**config.mk**
```make
export PLATFORM = sky130hd
export DESIGN_NAME = keypad_scanner
export DESIGN_NICKNAME = d
export VERILOG_FILES = /design/src/rtl/keypad_pkg.sv /design/src/rtl/keypad_map.sv /design/src/rtl/keypad_scanner.sv
export SDC_FILE = /design/constraint.sdc
export NUM_CORES = 1
export LEC_CHECK = 0
export CAP_MARGIN = 20
export CORE_MARGIN = 3
export CORE_UTILIZATION = 45
export CTS_CLUSTER_DIAMETER = 120
export DETAILED_ROUTE_END_ITERATION = 8
export GPL_ROUTABILITY_DRIVEN = 1
export PLACE_DENSITY = 0.8
export SETUP_SLACK_MARGIN = 0.02
export SLEW_MARGIN = 15
export SYNTH_ARGS = -nofsm -noshare
export SYNTH_HDL_FRONTEND = slang
export SYNTH_HIERARCHICAL = 1
export SYNTH_SLANG_ARGS = --single-unit
```
**constraint.sdc**
```tcl
create_clock -name clk_100Hz -period 5.55 [get_ports clk_100Hz]
set_clock_uncertainty 0.2 [all_clocks]
set_input_delay 0.8325 -clock clk_100Hz [delete_from_list [all_inputs] [get_ports clk_100Hz]]
set_output_delay 0.8325 -clock clk_100Hz [all_outputs]
set_load 0.005 [all_outputs]
```
**src/rtl/keypad_pkg.sv**
```systemverilog
// Shared types and key codes for the 4x4 keypad front end.
// Matrix code is 4*row + col; digits map to their one-hot keypad bit.
package keypad_pkg;

  typedef enum logic [1:0] {SCAN, DEBOUNCE, HELD} state_t;

  localparam logic [3:0] KEY_START = 4'd3;
  localparam logic [3:0] KEY_STOP  = 4'd7;
  localparam logic [3:0] KEY_CLEAR = 4'd11;
  localparam logic [3:0] KEY_STAR  = 4'd12;
  localparam logic [3:0] KEY_0     = 4'd13;
  localparam logic [3:0] KEY_HASH  = 4'd14;
  localparam logic [3:0] KEY_NONE  = 4'd15;

  // Returns the digit value for a digit key, or 4'hF for any other key.
  function automatic logic [3:0] code_to_digit(input logic [3:0] code);
    case (code)
      4'd0:      return 4'd1;
      4'd1:      return 4'd2;
      4'd2:      return 4'd3;
      4'd4:      return 4'd4;
      4'd5:      return 4'd5;
      4'd6:      return 4'd6;
      4'd8:      return 4'd7;
      4'd9:      return 4'd8;
      4'd10:     return 4'd9;
      KEY_0:     return 4'd0;
      KEY_STAR,
      KEY_HASH,
      KEY_NONE:  return 4'hF;
      default:   return 4'hF;
    endcase
  endfunction

endpackage

```
**src/rtl/keypad_map.sv**
```systemverilog
// Combinational decode of a matrix key code into the digit one-hot and
// the active-low START/STOP/CLEAR levels; the parent registers the result.
module keypad_map
  import keypad_pkg::*;
(
  input  logic [3:0] code,
  output logic [9:0] keypad,
  output logic       startn,
  output logic       stopn,
  output logic       clearn
);

  logic [3:0] digit;

  always_comb begin
    digit  = code_to_digit(code);
    keypad = '0;
    if (digit != 4'hF) keypad = 10'd1 << digit;
    startn = (code != KEY_START);
    stopn  = (code != KEY_STOP);
    clearn = (code != KEY_CLEAR);
  end

endmodule

```
**src/rtl/keypad_scanner.sv**
```systemverilog
// Scans a 4x4 active-low key matrix, debounces press and release, and
// reports one key at a time; key_valid lands DEB_COUNT-1 cycles after the first good sample.
module keypad_scanner
  import keypad_pkg::*;
#(
  parameter int SETTLE    = 1,
  parameter int DEB_COUNT = 3
) (
  input  logic       clk_100Hz,
  input  logic       clear,
  input  logic [3:0] col_sense,
  output logic [3:0] row_drive,
  output logic [9:0] keypad,
  output logic       startn,
  output logic       stopn,
  output logic       clearn,
  output logic       key_valid,
  output logic [3:0] key_code
);

  localparam int SW = (SETTLE > 0) ? $clog2(SETTLE + 1) : 1;
  localparam int CW = $clog2(DEB_COUNT + 1);

  state_t          state;
  logic [1:0]      row_idx;
  logic [1:0]      col_idx;
  logic [3:0]      col_pat;
  logic [SW-1:0]   settle_cnt;
  logic [CW-1:0]   cnt;
  logic [CW-1:0]   cnt_inc;

  logic [3:0]      col_low;
  logic            single_low;
  logic [1:0]      low_idx;
  logic            sample_now;
  logic            accept;
  logic            release_done;
  logic [3:0]      cur_code;

  logic [9:0]      map_keypad;
  logic            map_startn;
  logic            map_stopn;
  logic            map_clearn;

  assign col_low  = ~col_sense;
  assign cnt_inc  = cnt + CW'(1);
  assign cur_code = {row_idx, low_idx};

  always_comb begin
    single_low = 1'b1;
    low_idx    = 2'd0;
    case (col_low)
      4'b0001: low_idx = 2'd0;
      4'b0010: low_idx = 2'd1;
      4'b0100: low_idx = 2'd2;
      4'b1000: low_idx = 2'd3;
      default: single_low = 1'b0;
    endcase
  end

  // Accept can come straight from SCAN when a single sample suffices.
  always_comb begin
    sample_now   = (state == SCAN) && (settle_cnt == SW'(SETTLE));
    accept       = 1'b0;
    release_done = 1'b0;
    if (sample_now && single_low && (DEB_COUNT == 1))
      accept = 1'b1;
    if ((state == DEBOUNCE) && (col_sense == col_pat) && (cnt_inc == CW'(DEB_COUNT)))
      accept = 1'b1;
    if ((state == HELD) && col_sense[col_idx] && (cnt_inc == CW'(DEB_COUNT)))
      release_done = 1'b1;
  end

  keypad_map u_map (
    .code   (cur_code),
    .keypad (map_keypad),
    .startn (map_startn),
    .stopn  (map_stopn),
    .clearn (map_clearn)
  );

  always_ff @(posedge clk_100Hz) begin
    if (clear) begin
      state      <= SCAN;
      row_idx    <= 2'd0;
      row_drive  <= 4'b1110;
      col_idx    <= 2'd0;
      col_pat    <= 4'hF;
      settle_cnt <= '0;
      cnt        <= '0;
    end else begin
      case (state)
        SCAN: begin
          if (sample_now) begin
            settle_cnt <= '0;
            if (single_low) begin
              col_idx <= low_idx;
              col_pat <= col_sense;
              if (accept) begin
                state <= HELD;
                cnt   <= '0;
              end else begin
                state <= DEBOUNCE;
                cnt   <= CW'(1);
              end
            end else begin
              row_idx   <= row_idx + 2'd1;
              row_drive <= {row_drive[2:0], row_drive[3]};
            end
          end else begin
            settle_cnt <= settle_cnt + SW'(1);
          end
        end
        DEBOUNCE: begin
          if (col_sense != col_pat) begin
            state     <= SCAN;
            cnt       <= '0;
            row_idx   <= row_idx + 2'd1;
            row_drive <= {row_drive[2:0], row_drive[3]};
          end else if (accept) begin
            state <= HELD;
            cnt   <= '0;
          end else begin
            cnt <= cnt_inc;
          end
        end
        HELD: begin
          // Only the latched column matters; other columns in the row are ignored.
          if (!col_sense[col_idx]) begin
            cnt <= '0;
          end else if (release_done) begin
            state     <= SCAN;
            cnt       <= '0;
            row_idx   <= row_idx + 2'd1;
            row_drive <= {row_drive[2:0], row_drive[3]};
          end else begin
            cnt <= cnt_inc;
          end
        end
        default: state <= SCAN;
      endcase
    end
  end

  always_ff @(posedge clk_100Hz) begin
    if (clear) begin
      keypad    <= '0;
      startn    <= 1'b1;
      stopn     <= 1'b1;
      clearn    <= 1'b1;
      key_valid <= 1'b0;
      key_code  <= 4'd0;
    end else begin
      key_valid <= accept;
      if (accept) begin
        key_code <= cur_code;
        keypad   <= map_keypad;
        startn   <= map_startn;
        stopn    <= map_stopn;
        clearn   <= map_clearn;
      end else if (release_done) begin
        keypad <= '0;
        startn <= 1'b1;
        stopn  <= 1'b1;
        clearn <= 1'b1;
      end
    end
  end

endmodule

```
==> impl_metrics.py <==
metrics = {
    "floorplanning": {
        "die_area_mm2": 0.00538,
        "ios": 28,
        "die_y_um": 73.4,
        "die_x_um": 73.4,
        "num_rows": 23,
        "coreArea_mm2": 0.00417,
        "start_util": 0.489,
    },
    "clock_tree": {
        "cts_root_buffer": "clkbuf_8",
        "clock-sinks": 35,
        "post_cts_buffers": 0,
        "clockBufferDepth": 2,
        "clk_pin_slew_ns": 0.07,
        "hold_buffers": 0,
        "clock_latency_ns": 0.29,
        "postCtsResizedCells": 0,
        "numCtsBuffers": 5,
        "ctsHtreeMaxLevel": 2,
        "cts_tree": "built",
    },
    "sta": {
        "layout_setup_ws_ns": 2.00,
        "fmax_mhz": 282,
        "period_share": 0.639,
        "worst_pin_slew_ns": 0.639,
        "slew_violations": 0,
        "fin_crit_ns": 3.55,
        "hold_viol_final": 0,
        "setup_violations": 0,
        "relSlewSlack": 0.573,
        "grt_setup_unrepaired": "false",
        "tns_ns": 0,
    },
    "run": {
        "cap_violations": 0,
    },
    "layout": {
        "finalNetCount": 258,
        "diodes": 0,
        "fin_area_mm2": 0.00241,
        "fin_util": 0.578,
        "fillers": 371,
        "synthToLayoutAreaGrowth_pct": 18.2,
        "final_cell_mix": "dfxtp_1, clkdlybuf4s50_1, nand2_1",
        "layout-drive-gt1-share": 0.116,
        "final_common_cell": "dfxtp_1",
    },
    "worst_setup_path": {
        "crit_top_cell": "inv_1",
        "crit_buf_inv": 3,
        "worstSetupStartpointType": "input port",
        "path_cells": "clkdlybuf4s50_1, xor2_1, and3_1, inv_1, ha_1, inv_1, mux4_2, nor4_1, nand2_1, a21oi_1",
        "crit_path_max_fanout": 8,
        "end_kind": "flip-flop",
        "crit_arrival_ns": 3.57,
        "crit_type": "in -> reg",
        "cp_slowest_cell": "clkdlybuf4s50_1",
        "cpLargestDelayFamily": "buffers and inverters",
        "required_ns": 5.57,
        "worstSetupStartpoint": "col_sense[3]",
        "critPathMaxStageDelay_ns": 0.70,
        "reg2reg_from": "cnt[0]",
    },
    "synth": {
        "synth_area_mm2": 0.00204,
        "syn-num-nets": 236,
        "synth_edf_count": 0,
        "synth_cell_types": 50,
        "ys_ff_latch": 35,
        "synthCells": 220,
        "ys_seq_area_frac": 0.343,
        "async_flop_share": 0,
        "ys_warn_count": 6,
        "avgSynthCellArea_um2": 9.28,
        "synth_ff_type": "dfxtp_1",
    },
    "status": {
        "status": "completed",
    },
    "worst_hold_path": {
        "worstHoldPathType": "reg -> reg",
        "hold_start": "keypad[6]",
    },
    "grt": {
        "grt_use_total": 0.159,
        "grt_pass1_vias": 1500,
        "grt_max_degree": 31,
        "gr-total-overflow": 0,
        "antenna_found_initial": 0,
        "grt_pass1_wl_um": 6770,
    },
    "detailed_routing": {
        "dr_total_vias": 1614,
        "wire_per_inst_um": 13.6,
        "drt_iter0_markers": 120,
        "antenna_left": 0,
        "drt_pass1_iterations": 4,
        "routed_wl_um": 3970,
        "drc_errors": 0,
        "vias_per_cell": 5.53,
    },
    "place": {
        "dpl-instance-area_mm2": 0.00230,
        "port_buffers": 27,
        "place_hpwl_um": 2810,
        "place_congestion": 0.833,
        "post-place-ws_ns": 1.69,
    },
    "pwr": {
        "power_density_mw_per_mm2": 237,
        "ir_worst_vdd_v": 0.000123,
        "total_power_uw": 573,
        "leakage_uw": 0.000917,
    },
}
-- layout make-up --
class | instances | area [um2] | share of cell area
Clock inverter | 1 | 5.00 | 0.00207
Inverter | 13 | 48.8 | 0.0202
Multi-Input combinational cell | 159 | 1220 | 0.504
Clock buffer | 6 | 82.6 | 0.0342
Tap cell | 50 | 62.6 | 0.0259
Sequential cell | 35 | 701 | 0.290
Timing Repair Buffer | 28 | 298 | 0.123
-- routing by layer --
metal	routed length (um)	track usage	vias to the layer above
li1	-	-	831
met1	1840	0.197	755
met2	1940	0.267	20
met3	121	0.0410	8
met4	67	0.0543	0
met5	0	0	-
-- path summary, 6_finish.rpt --
path                                  end  slack (ns)  depth (start not counted)
worst max-delay path            keypad[1]        2.00                         10
worst min-delay path            keypad[6]        0.27                          2
worst max register to register     cnt[0]        3.31                          6
worst min register to register  keypad[6]        0.27                          2
-- cell usage after synthesis (2+ instances only) --
| library cell | count | area, um2 |
|---|---|---|
| dfxtp_1 | 35 | 701 |
| nand2_1 | 20 | 75.1 |
| o21ai_0 | 18 | 90.1 |
| a21oi_1 | 16 | 80.1 |
| mux2i_1 | 15 | 150 |
| nor2_1 | 14 | 52.6 |
| inv_1 | 13 | 48.8 |
| nor4_1 | 11 | 68.8 |
| ha_1 | 10 | 125 |
| clkbuf_1 | 4 | 15.0 |
| buf_2 | 3 | 15.0 |
| mux4_2 | 3 | 67.6 |
| nor3_1 | 3 | 15.0 |
| xnor2_1 | 3 | 26.3 |
| xnor2_2 | 3 | 48.8 |
| a21o_1 | 2 | 15.0 |
| and3_1 | 2 | 12.5 |
| buf_4 | 2 | 15.0 |
| buf_6 | 2 | 22.5 |
| mux2_4 | 2 | 30.0 |
| nand3b_1 | 2 | 15.0 |
| nand4b_1 | 2 | 17.5 |
| nor2b_1 | 2 | 12.5 |
| nor3_4 | 2 | 32.5 |
| nor3b_1 | 2 | 15.0 |
| nor4b_2 | 2 | 30.0 |
| o211a_1 | 2 | 20.0 |
| o21a_1 | 2 | 15.0 |
| xor2_1 | 2 | 17.5 |
-- power breakdown --
group | internal, uW | total [uW] | switching, uW
logic | 54.9 | 112 | 57.3
registers | 260 | 275 | 14.4
clock network | 97.3 | 186 | 88.4
total | 413 | 573 | 160
-- cells by family after synthesis --
kind of cell,after synthesis,synth area share
XOR/XNOR,8,0.0453
flip-flops,35,0.343
AND/OR/NAND/NOR,68,0.195
multiplexers,22,0.132
adder cells (fa/ha/maj),10,0.0613
AO/OA/AOI/OAI,51,0.161
buffers and inverters,26,0.0613
-- sequential cells by signal, summed over array words and instances (netlist names), 2 cells and up --
name,cells
col_pat,4
row_idx,2
cnt,2
row_drive,4
col_idx,2
keypad,10
state,2
key_code,4
-- worst reg2reg max path: cells and delay by family, from the launching register on --
family	cells	cell delay [ns]
simple gates	1	0.63
buf+inv	2	0.34
flops	1	0.32
compound gates	2	0.32
fa+ha+maj	1	0.29
-- stage by stage --
step,hold slack (ns),instances
2_1_floorplan,0.264,220
3_3_place_gp,0.262,284
3_5_place_dp,0.266,284
4_1_cts,0.275,291
5_1_grt,0.292,292
6_report,0.274,292
No activity file was read; power rests on OpenSTA's default activity.
